File: config.mk
export PLATFORM = sky130hd
export DESIGN_NAME = bg_scroll_ctrl
export DESIGN_NICKNAME = d
export VERILOG_FILES = /design/src/rtl/bg_pkg.sv /design/src/rtl/bg_frame_sync.sv /design/src/rtl/bg_scroll_ctrl.sv
export SDC_FILE = /design/constraint.sdc
export NUM_CORES = 1
export LEC_CHECK = 0
export CORE_MARGIN = 4
export CORE_UTILIZATION = 52
export CTS_CLUSTER_DIAMETER = 30
export DETAILED_ROUTE_END_ITERATION = 8
export PLACE_DENSITY = 0.87
export SKIP_CTS_REPAIR_TIMING = 1
export SYNTH_ARGS = -nofsm -noshare
export SYNTH_HDL_FRONTEND = slang
export SYNTH_SLANG_ARGS = --single-unit
export TNS_END_PERCENT = 20
File: constraint.sdc
create_clock -name clk -period 3.9 [get_ports clk]
set_clock_uncertainty 0.05 [all_clocks]
set_input_delay 0.39 -clock clk [delete_from_list [all_inputs] [get_ports clk]]
set_output_delay 0.39 -clock clk [all_outputs]
set_load 0.05 [all_outputs]
File: src/rtl/bg_pkg.sv
// Shared definitions for the starfield background scroll controller.
package bg_pkg;

  typedef enum logic [2:0] {
    ST_IDLE  = 3'd0,
    ST_RUN   = 3'd1,
    ST_PAUSE = 3'd2,
    ST_DECEL = 3'd3,
    ST_HALT  = 3'd4
  } bg_state_e;

  localparam int MAX_X_DEF = 640;
  localparam int MAX_Y_DEF = 480;

  // Fibonacci taps 8,6,5,4 -> bits 7,5,4,3
  localparam logic [7:0] LFSR_TAPS = 8'hB8;

  function automatic logic [7:0] lfsr_next(input logic [7:0] l);
    return {l[6:0], ^(l & LFSR_TAPS)};
  endfunction

endpackage

File: src/rtl/bg_frame_sync.sv
// Frame-start pulse from the VGA counters and the twinkle frame divider.
module bg_frame_sync
  import bg_pkg::*;
#(
  parameter int MAX_Y          = MAX_Y_DEF,
  parameter int TWINKLE_FRAMES = 8
) (
  input  logic       clk,
  input  logic       rst,
  input  logic [9:0] hc,
  input  logic [9:0] vc,
  input  logic       run,
  output logic       frame_tick,
  output logic       twinkle_step
);

  localparam logic [9:0] FRAME_LINE = 10'(MAX_Y);
  localparam logic [7:0] DIV_LAST   = 8'(TWINKLE_FRAMES - 1);

  logic       cond;
  logic       cond_d;
  logic [7:0] div_cnt;

  assign cond = (hc == 10'd0) && (vc == FRAME_LINE);

  // Registered rising-edge detect: one pulse even if the counters dwell on the start pixel.
  always_ff @(posedge clk) begin
    if (rst) begin
      cond_d     <= 1'b0;
      frame_tick <= 1'b0;
      div_cnt    <= 8'd0;
    end else begin
      cond_d     <= cond;
      frame_tick <= cond & ~cond_d;
      if (frame_tick && run) begin
        div_cnt <= (div_cnt == DIV_LAST) ? 8'd0 : div_cnt + 8'd1;
      end
    end
  end

  assign twinkle_step = frame_tick & run & (div_cnt == DIV_LAST);

endmodule

File: src/rtl/bg_scroll_ctrl.sv
// Scroll sequencer: remaps vc by a per-frame offset and steps the twinkle mask.
//   state | meaning
//   IDLE  | waiting for start, offset held at 0
//   RUN   | offset advances by latched speed each frame, twinkle active
//   PAUSE | offset, speed and twinkle frozen
//   DECEL | speed ramps down to 0 after game over
//   HALT  | frozen until reset
module bg_scroll_ctrl
  import bg_pkg::*;
#(
  parameter int         MAX_X          = MAX_X_DEF,
  parameter int         MAX_Y          = MAX_Y_DEF,
  parameter int         TWINKLE_FRAMES = 8,
  parameter logic [7:0] LFSR_SEED      = 8'hA5
) (
  input  logic       clk,
  input  logic       rst,
  input  logic [9:0] hc,
  input  logic [9:0] vc,
  input  logic       start,
  input  logic       pause,
  input  logic       game_over,
  input  logic [2:0] speed,
  output logic [9:0] hc_out,
  output logic [9:0] vc_out,
  output logic [7:0] twinkle_mask,
  output logic       frame_tick,
  output logic [2:0] state_out
);

  if (MAX_X < 1 || MAX_X > 1024 || MAX_Y < 8 || MAX_Y > 1023) begin : g_bad_geom
    $error("bg_scroll_ctrl: screen geometry out of range");
  end
  if (TWINKLE_FRAMES < 1 || TWINKLE_FRAMES > 255 || LFSR_SEED == 8'h00) begin : g_bad_twinkle
    $error("bg_scroll_ctrl: invalid twinkle configuration");
  end

  localparam logic [10:0] MAX_Y_W = 11'(MAX_Y);

  bg_state_e   state, state_nxt;
  logic [9:0]  offset, offset_nxt;
  logic [2:0]  speed_cur, speed_nxt;
  logic [7:0]  lfsr, lfsr_nxt;
  logic [2:0]  step;
  logic [10:0] sum;
  logic [10:0] vc_sum;
  logic [9:0]  vc_map;
  logic        twinkle_step;

  bg_frame_sync #(
    .MAX_Y          (MAX_Y),
    .TWINKLE_FRAMES (TWINKLE_FRAMES)
  ) u_frame_sync (
    .clk          (clk),
    .rst          (rst),
    .hc           (hc),
    .vc           (vc),
    .run          (state == ST_RUN),
    .frame_tick   (frame_tick),
    .twinkle_step (twinkle_step)
  );

  always_comb begin
    state_nxt = state;
    speed_nxt = speed_cur;
    lfsr_nxt  = lfsr;
    step      = 3'd0;
    if (frame_tick) begin
      unique case (state)
        ST_IDLE: begin
          if (start) state_nxt = ST_RUN;
        end
        ST_RUN: begin
          speed_nxt = speed;
          step      = speed;
          if (twinkle_step) lfsr_nxt = lfsr_next(lfsr);
          if (game_over)  state_nxt = ST_DECEL;
          else if (pause) state_nxt = ST_PAUSE;
        end
        ST_PAUSE: begin
          if (game_over)   state_nxt = ST_DECEL;
          else if (!pause) state_nxt = ST_RUN;
        end
        ST_DECEL: begin
          step = speed_cur;
          if (speed_cur == 3'd0) state_nxt = ST_HALT;
          else                   speed_nxt = speed_cur - 3'd1;
        end
        default: ;
      endcase
    end
    sum        = {1'b0, offset} + {8'd0, step};
    offset_nxt = (sum >= MAX_Y_W) ? 10'(sum - MAX_Y_W) : sum[9:0];
  end

  // Blanking lines pass through untouched so downstream sync timing is unaffected.
  always_comb begin
    vc_sum = {1'b0, vc} + {1'b0, offset};
    if ({1'b0, vc} < MAX_Y_W) begin
      vc_map = (vc_sum >= MAX_Y_W) ? 10'(vc_sum - MAX_Y_W) : vc_sum[9:0];
    end else begin
      vc_map = vc;
    end
  end

  always_ff @(posedge clk) begin
    if (rst) begin
      state     <= ST_IDLE;
      offset    <= 10'd0;
      speed_cur <= 3'd0;
      lfsr      <= LFSR_SEED;
      hc_out    <= 10'd0;
      vc_out    <= 10'd0;
    end else begin
      state     <= state_nxt;
      offset    <= offset_nxt;
      speed_cur <= speed_nxt;
      lfsr      <= lfsr_nxt;
      hc_out    <= hc;
      vc_out    <= vc_map;
    end
  end

  assign twinkle_mask = lfsr;
  assign state_out    = state;

endmodule

==> results of run 1 <==
==> logic make-up after synthesis <==
family	share of synthesized area
compound gates	0.178
simple gates	0.229
xor+xnor	0.0823
buf+inv	0.0280
mux	0.0462
flops	0.350
fa+ha+maj	0.0859
==> critical path, stage by stage (launching register included) <==
cell	delay, ps
dfxtp_1	600
mux2i_1	290
nor2_1	70
ha_1	220
fa_1	430
a211o_1	240
a21oi_1	210
o211ai_1	140
a221oi_1	370
o31ai_2	150
a211oi_1	280
mux2_2	360
==> worst paths after layout <==
path	from	endpoint	slack (ps)	cells past startpoint
hold reg to reg	u_frame_sync.cond_d	u_frame_sync.frame_tick	370	1
hold / removal	u_frame_sync.cond_d	u_frame_sync.frame_tick	370	1
setup / recovery	state_out[1]	offset[8]	390	11
setup reg to reg	state_out[1]	offset[8]	390	11
==> power groups by stage <==
stage                     clock (mW)  sequential, mW  combinational, mW
after floorplan                    0           0.628             0.0544
after global placement             0           0.580              0.171
after detailed placement           0           0.581              0.174
after CTS                      0.395           0.568              0.175
after global routing           0.424           0.569              0.185
final                          0.388           0.567              0.174
==> metal layers <==
layer,GRT usage,vias to the layer above
li1,-,1383
met1,0.229,1304
met2,0.370,105
met3,0.0408,18
met4,0.0734,0
met5,0,-
==> state kept, by name, summed over array words and instances (netlist names), 3 cells and up <==
signal,flops
vc_out,10
state_out,3
speed_cur,3
twinkle_mask,8
hc_out,10
u_frame_sync.div_cnt,8
offset,10
==> cell usage after synthesis (5+ instances only) <==
library cell,instances
mux2i_1,12
nor2_1,44
nand2_1,26
ha_1,18
a21o_1,6
nand4_1,5
nor3_1,7
a21oi_1,22
dfxtp_1,54
nor3b_1,5
nor2b_1,25
o21ai_0,12
inv_1,12
xnor2_1,21
xor2_1,8
==> metrics by stage <==
| stage | utilization | instances | power (mW) |
|---|---|---|---|
| detailed placement | 0.667 | 483 | 0.754 |
| CTS | 0.688 | 491 | 1.14 |
| finish | 0.688 | 491 | 1.13 |
| floorplan | - | 356 | 0.682 |
| global placement | 0.667 | 483 | 0.751 |
| global route | 0.688 | 491 | 1.18 |
==> layout make-up <==
| class | count | share of cell area |
|---|---|---|
| Clock buffer | 5 | 0.0177 |
| Clock inverter | 3 | 0.0123 |
| Inverter | 12 | 0.0116 |
| Multi-Input combinational cell | 281 | 0.495 |
| Sequential cell | 54 | 0.279 |
| Tap cell | 72 | 0.0232 |
| Timing Repair Buffer | 64 | 0.162 |
==> layout by cell type (no fill, tap or decap), types with 18 or more instances in the layout <==
cell | netlist | routed
clkdlybuf4s50_1 | 0 | 59
nor2_1 | 44 | 44
a21oi_1 | 22 | 22
xnor2_1 | 21 | 21
nand2_1 | 26 | 26
ha_1 | 18 | 18
nor2b_1 | 25 | 25
dfxtp_1 | 54 | 54
==> impl_results.md, run 1 <==
- Crit Path Class: flip-flop to flip-flop
- Antenna cells: 0
- Post-synth top area share: 0.350
- Slew Limit Fails: 0
- Peak Freq: 285 MHz
- Outcome: completed
- Synth area leader: dfxtp_1
- Final WL: 7.29 mm
- Drt pass-1 iters: 5
- I/O pin count: 60
- Register clock-pin slew on the reported worst setup and hold paths: 100 ps
- Worst ir drop on vdd: 0.204 mV
- Switch share: 0.265
- PortBufs: 59
- Worst-Skew Late Latency: 310 ps
- Area post-placement: 3760 um^2
- Initial DRC Count: 119
- Leading post-synthesis cells by cell area: dfxtp_1, ha_1, xnor2_1
- Yosys reg bits: 54
- DRC Markers: 0
- Pint: 0.831 mW
- WL met2: 3.67 mm
- Ys flop type: dfxtp_1
- Comb pwr share: 0.154
- Detailed placement HPWL: 5.62 mm
- Hold Path Class: flip-flop to flip-flop
- Overall die height: 85.1 um
- Initial Util: 0.547
- Max_slew headroom: 0.298
- Initial antenna violation count: 0
- Startpoint Class: flip-flop
- Syn. warnings: 0
- Top Metal Used: met4
- Endpoints failing setup: 0
- Period utilisation layout: 0.901
- Largest net degree at the start of global routing: 21
- Tightest Pin Transition: 1040 ps
- Root Driver: clkbuf_8
- Cts bufs inserted: 5
- Register area: 1080 um^2
- Total GRT Usage: 0.202
- DR WL/cell: 14.9 um
- Worst slack, placed: 281 ps
- Syn_nets: 404
- WP data arrival: 3670 ps
- Filler instances: 425
- Met3 routed WL: 494 um
- Fin crit period: 3510 ps
- Crit-path max FO: 12
- PD cells: 291 nW/um^2
- FP Rows: 27
- CTS tree: yes
- Total clock sinks: 54
- Endpoints failing hold: 0
- Grt total ovfl: 0
- Routed Antenna Nets: 0
- Unique masters post-synth: 57
- Core area: 5640 um^2
- CTS H-tree depth: 2
- MaxCap Viol Count: 0
- CP required: 4050 ps
- Via count: 2810
- Synth Instances: 356
- Met1 wire length: 2.98 mm
- Die area: 7240 um^2
- Layout Area Growth over Synthesis: 25.7%
- Fraction of registers with async set/reset: 0
- Worst Hold Slack: 370 ps
- Post-synth EDFFs: 0
- Share of cells above drive strength 1: 0.0573
- Crit path capture type: flip-flop
- Clock power share: 0.343
- Pleak: 1.54 nW
- Syn avg cell area: 8.67 um^2
- Fin worst setup slack: 386 ps
- Die W: 85.1 um
- Area of the multi-input gates: 1920 um^2
- Layout Nets: 466
- Vias in the first global route: 2728
- RSZ-0062 raised after global routing: false
- First-pass GRT wire length: 12.1 mm
- Routed vias/inst: 5.72
- NetSw: 0.299 mW
- Area of the mapped netlist: 3090 um^2
- Setup_tns: 0 ps
- Clk buf depth: 2
- Reg power frac: 0.502
- Final GP Congestion: 0.923
- Register area share after synthesis: 0.350
- Finished Cell Area: 3880 um^2
(Power assumes the default switching activity.)
==> inputs of run 2 (changes only) <==
--- a/config.mk
+++ b/config.mk
@@ -5,10 +5,11 @@
 export SDC_FILE = /design/constraint.sdc
 export NUM_CORES = 1
 export LEC_CHECK = 0
-export CORE_MARGIN = 4
+export CORE_MARGIN = 2
 export CORE_UTILIZATION = 52
 export CTS_CLUSTER_DIAMETER = 30
 export DETAILED_ROUTE_END_ITERATION = 8
+export GPL_ROUTABILITY_DRIVEN = 0
 export PLACE_DENSITY = 0.87
 export SKIP_CTS_REPAIR_TIMING = 1
 export SYNTH_ARGS = -nofsm -noshare
==> run 2 against run 1 <==
Effect of this change: critical path depth increased by 2; largest cell class unchanged; sequential cell count unchanged; worst setup slack got worse by 19 ps; largest power group unchanged; die area decreased by 9.2%; first-iteration DRC count shrank 19%; final cell count rose by 0.61%.
==> impl_results.md, run 2 (same netlist as run 1, synthesis figures left out) <==
- Outcome: completed
- Commonest non-fill, non-tap cell in the layout: clkdlybuf4s50_1
- Grt total ovfl: 0 (unchanged)
- PortBufs: 59 (unchanged)
- Pleak: 1.54 nW (-0.47%)
- Layout Area Growth over Synthesis: 25.6% (about the same)
- I/O pin count: 60 (unchanged)
- Hold Path Class: flip-flop to flip-flop
- RSZ-0062 raised after global routing: false
- Max_slew headroom: 0.380 (+0.0822)
- MaxCap Viol Count: 0 (unchanged)
- Share of cells above drive strength 1: 0.0549 (-0.00239)
- Core area: 5820 um^2 (+3.1%)
- Worst ir drop on vdd: 0.197 mV (-3.6%)
- DRC Markers: 0 (unchanged)
- Peak Freq: 283 MHz (-0.53%)
- Drt pass-1 iters: 4 (-1)
- Endpoints failing setup: 0 (unchanged)
- Routed Antenna Nets: 0 (unchanged)
- Initial antenna violation count: 0 (unchanged)
- Core Util, Final: 0.667 (-0.0210)
- Via count: 2775 (-1.2%)
- Final WL: 6.77 mm (-7.2%)
- First-pass GRT wire length: 11.1 mm (-8.1%)
- Root Driver: clkbuf_8
- Largest net degree at the start of global routing: 25 (+19%)
- Total clock sinks: 54 (unchanged)
- Crit Path Class: flip-flop to flip-flop
- Fin crit period: 3530 ps (+18.7 ps)
- Routed vias/inst: 5.62 (-1.8%)
- Top flop regs: hc_out (10), offset (10), vc_out (10)
- CTS H-tree depth: 2 (unchanged)
- Total GRT Usage: 0.214 (+0.0118)
- R2r setup slk: 370 ps (-20 ps)
- Tightest Pin Transition: 918 ps (-122 ps)
- Setup_tns: 0 ps (unchanged)
- CP required: 4050 ps (about the same)
- WP data arrival: 3680 ps (about the same)
- Period utilisation layout: 0.906 (+0.00480)
- Slew Limit Fails: 0 (unchanged)
- Initial Util: 0.531 (-0.0164)
- Die W: 81.1 um (-4.7%)
- Overall die height: 81.1 um (-4.7%)
- Cts bufs inserted: 5 (unchanged)
- Antenna cells: 0 (unchanged)
- DR WL/cell: 13.7 um (-7.8%)
- Die area: 6570 um^2 (-9.2%)
- Crit-path max FO: 8 (-4)
- Register clock-pin slew on the reported worst setup and hold paths: 100 ps (about the same)
- Commonest cells after routing, fill and taps aside: clkdlybuf4s50_1, dfxtp_1, nor2_1, nand2_1, nor2b_1
- Worst-Skew Late Latency: 310 ps (about the same)
- Layout Nets: 466 (unchanged)
- PD cells: 287 nW/um^2 (-1.3%)
- Startpoint Class: flip-flop
- Crit path capture type: flip-flop
- Endpoints failing hold: 0 (unchanged)
- Vias in the first global route: 2602 (-4.6%)
- Worst Hold Slack: 369 ps (-1.09 ps)
- FP Rows: 28 (+3.7%)
- Initial DRC Count: 96 (-19%)
- Clk buf depth: 2 (unchanged)
- CTS tree: yes
- Detailed placement HPWL: 5.26 mm (-6.4%)
==> run 2: where the power goes <==
group | switching, mW | total (mW) | internal [mW]
registers | 0.00304 | 0.567 | 0.564
logic | 0.102 | 0.174 | 0.0715
clock network | 0.181 | 0.373 | 0.192
==> run 2: area by class of cell <==
type                       instances  area (um^2)
inverter                          12         45.0
tap                               75         93.8
fill                             469         1940
timing repair buffer              64          628
sequential                        54         1080
clock buffer                       6         72.6
multi-input combinational        281         1920
clock inverter                     2         37.5
==> run 2: worst paths after layout <==
kind | from | endpoint | cells past startpoint
max | state_out[0] | offset[8] | 13
min | u_frame_sync.cond_d | u_frame_sync.frame_tick | 1
max reg2reg | state_out[0] | offset[8] | 13
min reg2reg | u_frame_sync.cond_d | u_frame_sync.frame_tick | 1
==> run 2: worst max-delay path: stages, from the launching register on <==
cell	delay [ps]
dfxtp_1	450
nor2b_1	340
nand2_1	190
nor2_1	140
ha_1	210
fa_1	250
a21oi_1	80
buf_4	160
nor4b_1	280
mux2i_1	150
a221oi_1	330
o31ai_2	150
a211oi_1	270
mux2_2	370
==> run 2: metal layers <==
| metal | routed length [um] | track usage | vias up |
|---|---|---|---|
| met3 | 290 | 0.0444 | 16 |
| met2 | 3370 | 0.383 | 82 |
| li1 | - | - | 1399 |
| met4 | 158 | 0.107 | 0 |
| met5 | 0 | 0 | - |
| met1 | 2950 | 0.238 | 1278 |
==> run 2: stage by stage <==
stage / power (mW) / instance area, um^2 / std cells / setup slack, ps
after floorplan: 0.682 / 3090 / 356 / 246
after global placement: 0.750 / 3770 / 486 / 411
after detailed placement: 0.753 / 3770 / 486 / 326
after CTS: 1.12 / 3880 / 494 / 382
after global routing: 1.15 / 3880 / 494 / 74.2
final: 1.11 / 3880 / 494 / 367
